<file path="config.mk">
export PLATFORM = sky130hd
export DESIGN_NAME = bsg_bladerunner_rom_banked
export DESIGN_NICKNAME = d
export VERILOG_FILES = /design/src/rtl/bsg_bladerunner_rom_pkg.sv /design/src/rtl/bsg_fifo_1r1w_small.sv /design/src/rtl/bsg_bladerunner_rom_banked.sv
export SDC_FILE = /design/constraint.sdc
export NUM_CORES = 1
export LEC_CHECK = 0
export ABC_CLOCK_PERIOD_IN_PS = 4300
export CAP_MARGIN = 10
export CORE_MARGIN = 2
export CORE_UTILIZATION = 40
export DETAILED_ROUTE_END_ITERATION = 16
export SYNTH_ARGS = -nofsm -noshare
export SYNTH_HDL_FRONTEND = slang
export SYNTH_SLANG_ARGS = --single-unit
</file>
<file path="constraint.sdc">
create_clock -name clk_i -period 4.3 [get_ports clk_i]
set_clock_uncertainty 0.15 [all_clocks]
set_input_delay 0.43 -clock clk_i [delete_from_list [all_inputs] [get_ports clk_i]]
set_output_delay 0.43 -clock clk_i [all_outputs]
set_load 0.02 [all_outputs]
</file>
<file path="src/rtl/bsg_bladerunner_rom_pkg.sv">
// Shared helpers for the banked configuration ROM slave: address-field widths and
// the error-cause encoding.
package bsg_bladerunner_rom_pkg;

    typedef enum logic [0:0] {
        e_err_write,
        e_err_range
    } err_cause_e;

    localparam int unsigned byte_width_lp = 8;

    // Number of low address bits that pick a word within one ROM entry.
    function automatic int unsigned lg_words_f(input int unsigned words);
        return (words > 1) ? $clog2(words) : 0;
    endfunction

    function automatic int unsigned rom_addr_width_f(input int unsigned els);
        return (els > 1) ? $clog2(els) : 1;
    endfunction

endpackage

</file>
<file path="src/rtl/bsg_fifo_1r1w_small.sv">
// Small first-word-fall-through FIFO with asynchronous active-low reset. A push is
// accepted while full if a pop happens in the same cycle.
module bsg_fifo_1r1w_small #(
    parameter int unsigned width_p = 32,
    parameter int unsigned els_p   = 4
) (
    input  logic               clk_i,
    input  logic               reset_n_i,
    input  logic               v_i,
    output logic               ready_o,
    input  logic [width_p-1:0] data_i,
    output logic               v_o,
    output logic [width_p-1:0] data_o,
    input  logic               yumi_i
);
    localparam int unsigned ptr_w_lp = (els_p > 1) ? $clog2(els_p) : 1;
    localparam int unsigned cnt_w_lp = $clog2(els_p + 1);

    logic [width_p-1:0]  r_mem [els_p];
    logic [ptr_w_lp-1:0] r_rd_ptr;
    logic [ptr_w_lp-1:0] r_wr_ptr;
    logic [cnt_w_lp-1:0] r_count;
    logic                w_full;
    logic                w_enq;
    logic                w_deq;

    function automatic logic [ptr_w_lp-1:0] next_ptr(input logic [ptr_w_lp-1:0] p);
        return (p == ptr_w_lp'(els_p - 1)) ? '0 : p + ptr_w_lp'(1);
    endfunction

    assign w_full  = (r_count == cnt_w_lp'(els_p));
    assign v_o     = (r_count != '0);
    assign ready_o = ~w_full | yumi_i;
    assign w_enq   = v_i & ready_o;
    assign w_deq   = yumi_i & v_o;
    assign data_o  = r_mem[r_rd_ptr];

    always_ff @(posedge clk_i or negedge reset_n_i) begin
        if (!reset_n_i) begin
            r_rd_ptr <= '0;
            r_wr_ptr <= '0;
            r_count  <= '0;
        end else begin
            if (w_enq) r_wr_ptr <= next_ptr(r_wr_ptr);
            if (w_deq) r_rd_ptr <= next_ptr(r_rd_ptr);
            r_count <= r_count + cnt_w_lp'(w_enq) - cnt_w_lp'(w_deq);
        end
    end

    always_ff @(posedge clk_i) begin
        if (w_enq) r_mem[r_wr_ptr] <= data_i;
    end

endmodule

</file>
<file path="src/rtl/bsg_bladerunner_rom_banked.sv">
// Read-only configuration ROM slave for the manycore endpoint: multi-word entries,
// buffered in-order responses with backpressure, sticky write/out-of-range errors.
module bsg_bladerunner_rom_banked
    import bsg_bladerunner_rom_pkg::*;
#(
    parameter int unsigned data_width_p    = 32,
    parameter int unsigned addr_width_p    = 28,
    parameter int unsigned rom_els_p       = 64,
    parameter int unsigned words_p         = 2,
    parameter int unsigned rom_width_p     = 64,
    parameter int unsigned resp_els_p      = 4,
    parameter int unsigned err_cnt_width_p = 8
) (
    input  logic                                    clk_i,
    input  logic                                    reset_n_i,
    input  logic                                    in_v_i,
    output logic                                    in_yumi_o,
    input  logic                                    in_we_i,
    input  logic [addr_width_p-1:0]                 in_addr_i,
    input  logic [data_width_p/8-1:0]               in_mask_i,
    output logic [rom_addr_width_f(rom_els_p)-1:0]  rom_addr_o,
    input  logic [rom_width_p-1:0]                  rom_data_i,
    output logic                                    returning_v_o,
    output logic [data_width_p-1:0]                 returning_data_o,
    input  logic                                    returning_ready_i,
    output logic                                    err_o,
    output logic [err_cnt_width_p-1:0]              err_cnt_o,
    input  logic                                    err_clr_i
);
    localparam int unsigned lg_w_lp     = lg_words_f(words_p);
    localparam int unsigned rom_aw_lp   = rom_addr_width_f(rom_els_p);
    localparam int unsigned sel_w_lp    = (lg_w_lp > 0) ? lg_w_lp : 1;
    localparam int unsigned entry_w_lp  = words_p * data_width_p;
    localparam int unsigned bytes_lp    = data_width_p / byte_width_lp;
    localparam int unsigned cnt_w_lp    = $clog2(resp_els_p + 1);
    localparam int unsigned hi_shift_lp = lg_w_lp + rom_aw_lp;

    logic [sel_w_lp-1:0]        w_word_sel;
    logic [rom_aw_lp-1:0]       w_entry;
    logic [addr_width_p-1:0]    w_addr_hi;
    logic                       w_entry_oor;
    logic                       w_oor;
    logic [entry_w_lp-1:0]      w_rom_ext;
    logic [data_width_p-1:0]    w_word;
    logic [data_width_p-1:0]    w_masked;

    logic                       w_pop;
    logic                       w_read_ok;
    logic                       w_acc_rd;
    logic                       w_err_evt;
    logic [cnt_w_lp-1:0]        r_outstanding;

    logic                       r_pipe_v;
    logic [data_width_p-1:0]    r_pipe_data;
    logic                       w_fifo_v;
    logic                       w_fifo_ready;
    logic [data_width_p-1:0]    w_fifo_data;
    logic                       w_enq;
    logic                       w_deq;

    logic                       r_err;
    logic [err_cnt_width_p-1:0] r_err_cnt;

    if (lg_w_lp > 0) begin : g_word_sel
        assign w_word_sel = in_addr_i[sel_w_lp-1:0];
    end else begin : g_single_word
        assign w_word_sel = '0;
    end

    if (rom_els_p == (1 << rom_aw_lp)) begin : g_full_table
        assign w_entry_oor = 1'b0;
    end else begin : g_partial_table
        assign w_entry_oor = (w_entry >= rom_aw_lp'(rom_els_p));
    end

    assign w_entry    = in_addr_i[lg_w_lp +: rom_aw_lp];
    assign w_addr_hi  = in_addr_i >> hi_shift_lp;
    assign w_oor      = (w_addr_hi != '0) | w_entry_oor;
    assign rom_addr_o = w_entry;

    assign w_rom_ext = entry_w_lp'(rom_data_i);
    assign w_word    = w_rom_ext[w_word_sel*data_width_p +: data_width_p];

    always_comb begin
        w_masked = '0;
        for (int i = 0; i < bytes_lp; i++) begin
            w_masked[i*byte_width_lp +: byte_width_lp] =
                w_word[i*byte_width_lp +: byte_width_lp] & {byte_width_lp{in_mask_i[i]}};
        end
    end

    // Outstanding covers the pipeline stage plus buffered entries; a same-cycle pop
    // frees a slot so a full slave can still stream.
    assign w_pop     = returning_v_o & returning_ready_i;
    assign w_read_ok = (r_outstanding < cnt_w_lp'(resp_els_p)) | w_pop;
    assign in_yumi_o = reset_n_i & in_v_i & (in_we_i | w_read_ok);
    assign w_acc_rd  = in_yumi_o & ~in_we_i;
    assign w_err_evt = in_yumi_o & (in_we_i | w_oor);

    always_ff @(posedge clk_i or negedge reset_n_i) begin
        if (!reset_n_i) begin
            r_outstanding <= '0;
            r_pipe_v      <= 1'b0;
            r_pipe_data   <= '0;
        end else begin
            r_outstanding <= r_outstanding + cnt_w_lp'(w_acc_rd) - cnt_w_lp'(w_pop);
            r_pipe_v      <= w_acc_rd;
            if (w_acc_rd) r_pipe_data <= w_oor ? '0 : w_masked;
        end
    end

    // With an empty buffer the pipeline entry is presented directly and only
    // enqueued if the endpoint does not take it this cycle.
    assign w_enq = r_pipe_v & ~(~w_fifo_v & returning_ready_i);
    assign w_deq = w_fifo_v & returning_ready_i;

    assign returning_v_o    = w_fifo_v | r_pipe_v;
    assign returning_data_o = w_fifo_v ? w_fifo_data : (r_pipe_v ? r_pipe_data : '0);

    bsg_fifo_1r1w_small #(
        .width_p (data_width_p),
        .els_p   (resp_els_p)
    ) resp_fifo (
        .clk_i     (clk_i),
        .reset_n_i (reset_n_i),
        .v_i       (w_enq & w_fifo_ready),
        .ready_o   (w_fifo_ready),
        .data_i    (r_pipe_data),
        .v_o       (w_fifo_v),
        .data_o    (w_fifo_data),
        .yumi_i    (w_deq)
    );

    always_ff @(posedge clk_i or negedge reset_n_i) begin
        if (!reset_n_i) begin
            r_err     <= 1'b0;
            r_err_cnt <= '0;
        end else if (err_clr_i) begin
            r_err     <= 1'b0;
            r_err_cnt <= '0;
        end else if (w_err_evt) begin
            r_err <= 1'b1;
            if (r_err_cnt != '1) r_err_cnt <= r_err_cnt + err_cnt_width_p'(1);
        end
    end

    assign err_o     = r_err;
    assign err_cnt_o = r_err_cnt;

endmodule
</file>
==> summary.md <==
| Metric | Value |
|---|---|
| HP Class | `primary input to async pin` |
| Initial core utilization | `40.8%` |
| Sequential-to-total area share from yosys stat | `65.1%` |
| CORE AREA | `~19000 um^2` |
| Setup TNS Final | `0 ps` |
| First drt pass iteration count | `4` |
| Clock root cell | `clkbuf_16` |
| Startpoint class of the critical path | `register` |
| Port Buffers | `~140` |
| VDD IR-drop max | `between 0.2 and 0.3 mV` |
| Worst hold slack | `~26 ps` |
| Worst EP required | `around 3700 ps` |
| Slew headroom | `between 20 and 30%` |
| Largest net degree at the start of global routing | `65` |
| Worst-Margin Slew | `between 1000 and 1500 ps` |
| Share of layout cells above drive strength 1 | `between 10% and 20%` |
| Syn_nets | `around 670` |
| CTS tree | `done` |
| CTS Buf Count | `17` |
| First-pass GRT wire length | `26.4 mm` |
| Final min period | `around 3500 ps` |
| Final net count | `a little under 800` |
| Final setup vio count | `0` |
| RSZ-0062 raised after global routing | `false` |
| FF+latch count, synth | `180` |
| Async SR Flop Fraction | `28.9%` |
| Maxcap violations | `0` |
| Die area | `between 20000 and 25000 um^2` |
| Ratio of final minimum period to clock period | `between 80% and 90%` |
| Mapped Area | `7910 um^2` |
| Clk sinks | `between 150 and 200` |
| Drt via density | `between 5 and 6` |
| Post-synth EDFFs | `around 130` |
| Chip height | `145 um` |
| Max Fclk | `about 290 MHz` |
| Clock Power Share | `between 30% and 40%` |
| Clk_lat worst skew | `430 ps` |
| GR Overflow Total | `0` |
| ANT nets after route | `0` |
| Final Wtd Congestion | `~0.76` |
| DP HPWL | `approximately 11 mm` |
| Status | `finished clean` |
| Reg power frac | `41.4%` |
| Critical Path AT | `approximately 2900 ps` |
| Initial drt markers | `approximately 250` |
| Fin. max-slew vios | `0` |
| Power Dens Cells | `between 400 and 500 nW/um^2` |
| Post-CTS Setup Inserts | `0` |
| Cts-stage hold buffer count | `0` |
| Wire per inst | `roughly 18 um` |
| Vias | `a little under 5k` |
| Sw power | `1.39 mW` |
| Total track usage | `between 10% and 20%` |
| Clock transition at path regs | `~60 ps` |
| Initial antenna violation count | `1` |
| Die W | `about 140 um` |
| LEAKAGE | `3.84 nW` |
| IO Pins | `151` |
| Worst Path Max Fanout | `47` |
| # DRC | `0` |
| Max Root-Sink Buffers | `2` |
| Unique masters post-synth | `44` |
| Comb pwr share | `25.1%` |
| FILL cells | `roughly 1.7k` |
| Worst setup EP type | `output pin` |
| Post-Syn Area per Cell | `approximately 14 um^2` |
| Crit path kind | `register to output pin` |
| CTS H-tree lvls | `4` |
| Synth Warn # | `0` |
| Cell Int Power | `3.63 mW` |
| Mapped Cells | `around 550` |
| Hold Vio Cnt, Final | `0` |
| Final wirelength | `17.2 mm` |
| Main synth FF type | `edfxtp_1` |
| Switch share | `between 20% and 30%` |
| Area grow syn2layout | `28.1%` |
| # resized after CTS | `0` |
| # rows | `51` |
| Vias in the first global route | `roughly 4.9k` |
worst paths after layout:
kind                                                     end                            from  cells past startpoint  slack [ps]
max                                     returning_data_o[22]  resp_fifo.r_count[2]$_DFF_PN0_                      4         810
min                               r_pipe_data[1]$_DFFE_PN0N_                       reset_n_i                      2          30
max reg2reg                 resp_fifo.r_mem[0][24]$_DFFE_PP_              r_pipe_v$_DFF_PN0_                      3        1340
min reg2reg                                err_o$_DFFE_PN0P_               err_o$_DFFE_PN0P_                      1         360
max in group asynchronous  resp_fifo.r_rd_ptr[1]$_DFFE_PN0P_                       reset_n_i                      2        3410
min in group clk_i                         err_o$_DFFE_PN0P_               err_o$_DFFE_PN0P_                      1         360
per-layer routing:
layer	GRT usage (%)	vias up	wire [um]
met5	0	-	0
met4	6.29	0	231
met3	3.87	20	1000
met2	28.3	155	8430
met1	22.4	2450	7530
li1	-	2294	-
area by class of cell:
cell class	instances	area, um^2	area share, %
Clock inverter	9	176	1.74
Multi-Input combinational cell	317	2520	24.9
Inverter	16	60.1	0.593
Clock buffer	23	468	4.62
Antenna cell	1	2.50	0.0247
Tap cell	265	332	3.27
Timing Repair Buffer	143	1420	14.0
Sequential cell	180	5150	50.8
state kept, by name, indices dropped and copies added (netlist names):
| register | count |
|---|---|
| err_cnt_o | 8 |
| resp_fifo.r_wr_ptr | 2 |
| r_pipe_v | 1 |
| resp_fifo.r_rd_ptr | 2 |
| err_o | 1 |
| resp_fifo.r_mem | 128 |
| resp_fifo.r_count | 3 |
| r_outstanding | 3 |
| r_pipe_data | 32 |
through the flow:
step,power (mW),cell area [um^2],util (%),cells,setup slack [ps]
floorplan,2.87,7910,-,551,1870
detailed placement,3.39,9480,48.9,921,1220
global route,5.25,10100,52.2,954,650
finish,5.02,10100,52.2,954,814
CTS,5.08,10100,52.2,953,749
global placement,3.36,9480,48.9,921,1270
power groups by stage:
stage | logic, mW | registers (mW) | clock network (mW)
finish | 1.26 | 2.08 | 1.68
global route | 1.37 | 2.09 | 1.79
CTS | 1.28 | 2.08 | 1.72
detailed placement | 1.27 | 2.12 | 0
global placement | 1.25 | 2.11 | 0
floorplan | 0.862 | 2.01 | 0
cells by family after synthesis:
kind of cell / count (synthesis) / share of synthesized area, %
adder cells (fa/ha/maj): 12 / 2.09
XOR/XNOR: 5 / 0.554
multiplexers: 68 / 13.9
buffers and inverters: 54 / 3.12
flip-flops: 180 / 65.1
AO/OA/AOI/OAI: 81 / 6.68
AND/OR/NAND/NOR: 151 / 8.61
layout by cell type (no fill, tap or decap), drive strengths merged, types with 8 or more instances in the layout:
cell type,n
nor2,8
dfrtp,52
edfxtp,128
o21ai,37
nand2,109
o31ai,33
mux4,32
clkdlybuf4s50,136
mux2i,32
inv,16
clkbuf,23
ha,10
worst max-delay path, cell delays in order, from the launching register on:
cell	delay (ps)
dfrtp_1	420
or3_2	880
buf_4	360
o21ai_0	190
clkdlybuf4s50_1	630
synthesized netlist by cell type, types with 4 or more instances:
cell type  number  area share [%]
and2_1          4            0.32
nand3_1         4            0.25
ha_1           10             1.6
clkbuf_1       19            0.90
o21ai_0        32             2.0
nand2_1       108             5.1
mux4_2         32             9.1
mux2i_1        32             4.1
inv_1          14            0.66
nor3_1          4            0.25
dfrtp_1        52              16
o31ai_1        33             3.1
buf_2          11            0.70
a21oi_1         5            0.32
nor4_1          4            0.32
edfxtp_1      128              49
o21ai_1         5            0.32
nor2_1          8            0.38
buf_4           6            0.57
(Power assumes the default switching activity.)
